### src/rtl/as_test_monitor.sv
// as_test_monitor: firmware self-test status monitor.
// Samples the cs/gpio status port, decodes step/pass/fail codes, counts steps,
// runs an inactivity watchdog and holds sticky pass/fail verdict flags.
// Optional build macro AS_TEST_MON_ORDER_EN: step codes must arrive as 1,2,3...
module as_test_monitor #(
   parameter int unsigned GPIO_W      = 8,
   parameter int unsigned PASS_CODE   = 7,
   parameter int unsigned TIMEOUT_CYC = 100000,
   parameter int unsigned STEP_W      = 8
) (
   input  logic              clk_i,
   input  logic              rst_i,
   input  logic              cs_i,
   input  logic [GPIO_W-1:0] gpio_i,
   input  logic              clear_i,
   output logic [1:0]        state_o,
   output logic              pass_o,
   output logic              fail_o,
   output logic [1:0]        err_cause_o,
   output logic [STEP_W-1:0] step_cnt_o,
   output logic [GPIO_W-1:0] last_code_o
);

   // A zero timeout disables the watchdog; keep a 1-bit counter so widths stay legal.
   localparam int unsigned WD_W = (TIMEOUT_CYC > 0) ? $clog2(TIMEOUT_CYC + 1) : 1;
   localparam bit          WD_EN = (TIMEOUT_CYC != 0);
   localparam logic [WD_W-1:0] WD_LAST = WD_W'(TIMEOUT_CYC - 1);

   localparam logic [1:0] CAUSE_BAD     = 2'd1;
   localparam logic [1:0] CAUSE_TIMEOUT = 2'd2;
   localparam logic [1:0] CAUSE_ORDER   = 2'd3;

   typedef enum logic [1:0] {
      S_IDLE = 2'd0,
      S_RUN  = 2'd1,
      S_PASS = 2'd2,
      S_FAIL = 2'd3
   } state_t;

   state_t          state;
   logic            cs_q;
   logic [WD_W-1:0] wd;

   logic ev;
   logic is_pass;
   logic is_step;
   logic order_ok;
   logic step_sat;
   logic active;

   // Rising edge of the chip-select is one status event.
   assign ev       = cs_i & ~cs_q;
   assign is_pass  = (gpio_i == GPIO_W'(PASS_CODE));
   assign is_step  = (gpio_i != '0) && (gpio_i < GPIO_W'(PASS_CODE));
   assign step_sat = &step_cnt_o;
   assign active   = (state == S_IDLE) || (state == S_RUN);

`ifdef AS_TEST_MON_ORDER_EN
   // Steps must be the next number in sequence after the current count.
   assign order_ok = (32'(gpio_i) == (32'(step_cnt_o) + 32'd1));
`else
   assign order_ok = 1'b1;
`endif

   assign state_o = state;

   // Monitor FSM with registered verdict, counter and code outputs.
   always_ff @(posedge clk_i or negedge rst_i) begin
      if (!rst_i) begin
         state       <= S_IDLE;
         cs_q        <= 1'b0;
         wd          <= '0;
         pass_o      <= 1'b0;
         fail_o      <= 1'b0;
         err_cause_o <= 2'd0;
         step_cnt_o  <= '0;
         last_code_o <= '0;
      end else begin
         cs_q <= cs_i;
         if (clear_i) begin
            state       <= S_IDLE;
            wd          <= '0;
            pass_o      <= 1'b0;
            fail_o      <= 1'b0;
            err_cause_o <= 2'd0;
            step_cnt_o  <= '0;
            last_code_o <= '0;
         end else if (ev && active) begin
            last_code_o <= gpio_i;
            wd          <= '0;
            if (is_pass) begin
               state  <= S_PASS;
               pass_o <= 1'b1;
            end else if (is_step && order_ok) begin
               state <= S_RUN;
               if (!step_sat) begin
                  step_cnt_o <= step_cnt_o + 1'b1;
               end
            end else begin
               state       <= S_FAIL;
               fail_o      <= 1'b1;
               err_cause_o <= is_step ? CAUSE_ORDER : CAUSE_BAD;
            end
         end else if (WD_EN && (state == S_RUN)) begin
            if (wd == WD_LAST) begin
               state       <= S_FAIL;
               fail_o      <= 1'b1;
               err_cause_o <= CAUSE_TIMEOUT;
            end else begin
               wd <= wd + 1'b1;
            end
         end
      end
   end

endmodule

### config.mk
export PLATFORM = sky130hd
export DESIGN_NAME = as_test_monitor
export DESIGN_NICKNAME = d
export VERILOG_FILES = /design/src/rtl/as_test_monitor.sv
export SDC_FILE = /design/constraint.sdc
export NUM_CORES = 1
export LEC_CHECK = 0
export ABC_AREA = 1
export CAP_MARGIN = 20
export CORE_UTILIZATION = 58
export CTS_CLUSTER_SIZE = 20
export DETAILED_ROUTE_END_ITERATION = 10
export GPL_TIMING_DRIVEN = 0
export PLACE_DENSITY = 0.84
export REMOVE_ABC_BUFFERS = 1
export SLEW_MARGIN = 20
export SYNTH_ARGS = -nofsm -noshare
export SYNTH_HDL_FRONTEND = slang
export SYNTH_SLANG_ARGS = --single-unit
### constraint.sdc
create_clock -name clk_i -period 4.2 [get_ports clk_i]
set_input_delay 0.42 -clock clk_i [delete_from_list [all_inputs] [get_ports clk_i]]
set_output_delay 0.42 -clock clk_i [all_outputs]
set_load 0.005 [all_outputs]
==> run summary <==
total power: 811 uW
ys async rst share: 100%
Post-Syn Instances: 321
clk_lat worst skew: 0.29 ns
Post-synth EDFFs: 0
Layout area overhead: 20.7%
Synth Register Bits: 40
Detail Placement HPWL: 3760 um
max cap viols: 0
CP bufs+invs: 4
Root Buffer: clkbuf_8
Synthesis Warnings: 0
Worst-path clk slew: 0.08 ns
GRT Total Usage: 28.0%
HP Class: flip-flop to flip-flop
Avg Cell Area, Syn: 7.32 um2
core area: 3770 um2
die area: 4310 um2
Final Util: 75.2%
Die Y: 65.7 um
worst vdd ir: 0.240 mV
Worst-Margin Slew: 0.775 ns
Max Freq: 0.383 GHz
row count: 22
cts repair resizes: 0
most frequent cells in the layout: nand2_1, nor2_1, dfrtp_1
Crit path max-delay family: buffers and inverters
min-delay src: last_code_o[6]
RSZ-0062 raised after global routing: no
DR WL/cell: 12.8 um
vias in the first global route: 2064
pwr dens: 286 nW/um2
leakage: 0.00135 uW
Synth Flop Type: dfrtp_1
clock sink count: 40
crit path launch: clear_i
post-synthesis sequential area ratio: 42.6%
R2R Path Start: state_o[1]
Max Transition Viols Final: 0
Pre-antenna DRT Iters: 4
diodes inserted: 0
post-synth cell types: 30
Setup TNS Final: 0 ns
cts bufs inserted: 5
Final setup viols: 0
Nets: 371
Cell Count, Final, Fillers Out: 406
Initial Util: 62.3%
Final min period: 2.61 ns
global route overflow: 0
initial antenna violation count: 0
GPL Wtd Cong: 0.938
CP startpoint kind: primary input
cell chain of the critical path: clkdlybuf4s50_1, inv_1, nand2_2, inv_2, nand2_4, inv_2, nand2_1, nand2_1
status: finished clean
CTS tree: built
Vias: 2113
drt initial violations: 137
Residual DRC: 0
# IOs: 34
Req. time, crit path: 4.43 ns
CP arrival: 2.85 ns
Final Cycle Share: 62.2%
Slew HR: 48.3%
post-route ant nets: 0
H-tree depth: 2
share of cells above drive strength 1: 7.54%
Slowest cell on crit path: clkdlybuf4s50_1
most common cell after layout, fill and taps aside: nand2_1
Die Wd: 65.7 um
Fin. Hold Viols: 0
Crit Path Category: primary input to flip-flop
pin count of the biggest net entering global routing: 32
first-pass GRT wire length: 9150 um
Post-Place Cells: 397
Post-Route WL: 5200 um
CP Capture Type: flip-flop
Clock Skews: 0.00714 ns
PortBufs: 33
Synth Cell Area: 2350 um2
CP peak stage delay: 0.75 ns
Max clock buf depth: 2
Vias/cell: 5.20
critical-path maximum fanout: 20
==> logic make-up after synthesis <==
kind of cell               Yosys count  synth area share (%)
AOI/OAI and AO/OA                   26                  6.33
xor gates and xnor gates            12                  4.47
adders and majority gates            2                  1.06
DFF                                 40                  42.6
buffers and inverters               43                  7.72
and+or+nand+nor                    198                  37.8
==> metal layers <==
layer / share of wire (%) / up-vias / global-route usage (%)
li1: - / 1084 / -
met1: 45 / 984 / 34.9
met2: 50 / 36 / 47.6
met3: 3.2 / 9 / 4.86
met4: 1.4 / 0 / 11.1
met5: 0 / - / 0
==> per-stage QoR <==
step	cell area [um2]	hold WS [ns]	setup WS (ns)
5_1_grt	2840	0.518	1.42
2_1_floorplan	2310	0.124	2.67
4_1_cts	2840	0.482	1.63
6_report	2840	0.480	1.59
3_3_place_gp	2700	0.454	1.35
3_5_place_dp	2720	0.308	1.32
==> repair_timing <==
item | CTS | global route
hold endpoints to repair | 9 | 0
hold buffers | 1 | 0
setup endpoints to repair | 0 | 0
setup buffers | 0 | 0
==> report_power, final <==
group | total, uW | leakage, uW | internal, uW | switching, uW
Clock | 313 | 0.0000541 | 176 | 137
Combinational | 93.9 | 0.000754 | 38.3 | 55.6
Sequential | 404 | 0.000545 | 395 | 8.38
==> sequential cells by signal (all words and copies together), names as in the netlist <==
name	count
err_cause_o	2
wd	17
pass_o	1
state_o	2
cs_q	1
step_cnt_o	8
fail_o	1
last_code_o	8
==> final timing paths <==
path	end	slack (ns)	cells after the start
worst max register to register	wd[7]	2.32	8
min in group asynchronous	wd[10]	0.52	2
worst min-delay path	last_code_o[6]	0.48	2
max in group asynchronous	last_code_o[1]	3.24	3
worst max-delay path	wd[7]	1.59	8
worst min register to register	last_code_o[6]	0.48	2
==> synthesized netlist by cell type, types with 2 or more instances <==
master,number,area [um2]
nand2_1,103,387
nor2_1,41,154
dfrtp_1,40,1000
inv_1,34,128
nand3_1,28,140
o21ai_0,11,55.1
xor2_1,8,70.1
a21oi_1,7,35.0
nor3_1,7,35.0
nand4_1,6,37.5
xnor2_1,4,35.0
nand2_4,3,33.8
buf_2,2,10.0
buf_6,2,22.5
clkbuf_1,2,7.51
ha_1,2,25.0
inv_2,2,7.51
nand3_2,2,20.0
nor2_2,2,12.5
nor2_4,2,22.5
o21ai_1,2,10.0
o21ai_2,2,17.5
o21bai_1,2,15.0
==> tightest hold or removal path: cells and delay by family (launching register included) <==
| family | cells | cell delay, ns |
|---|---|---|
| simple gates | 2 | 0.11 |
| flops | 1 | 0.34 |
==> cell type report <==
class	instances	area (um2)
timing repair buffer	35	355
tap	48	60.1
clock inverter	3	42.5
sequential	40	1000
clock buffer	5	68.8
inverter	37	141
multi-input combinational	238	1170
fill	298	933
No activity file was read; power rests on OpenSTA's default activity.
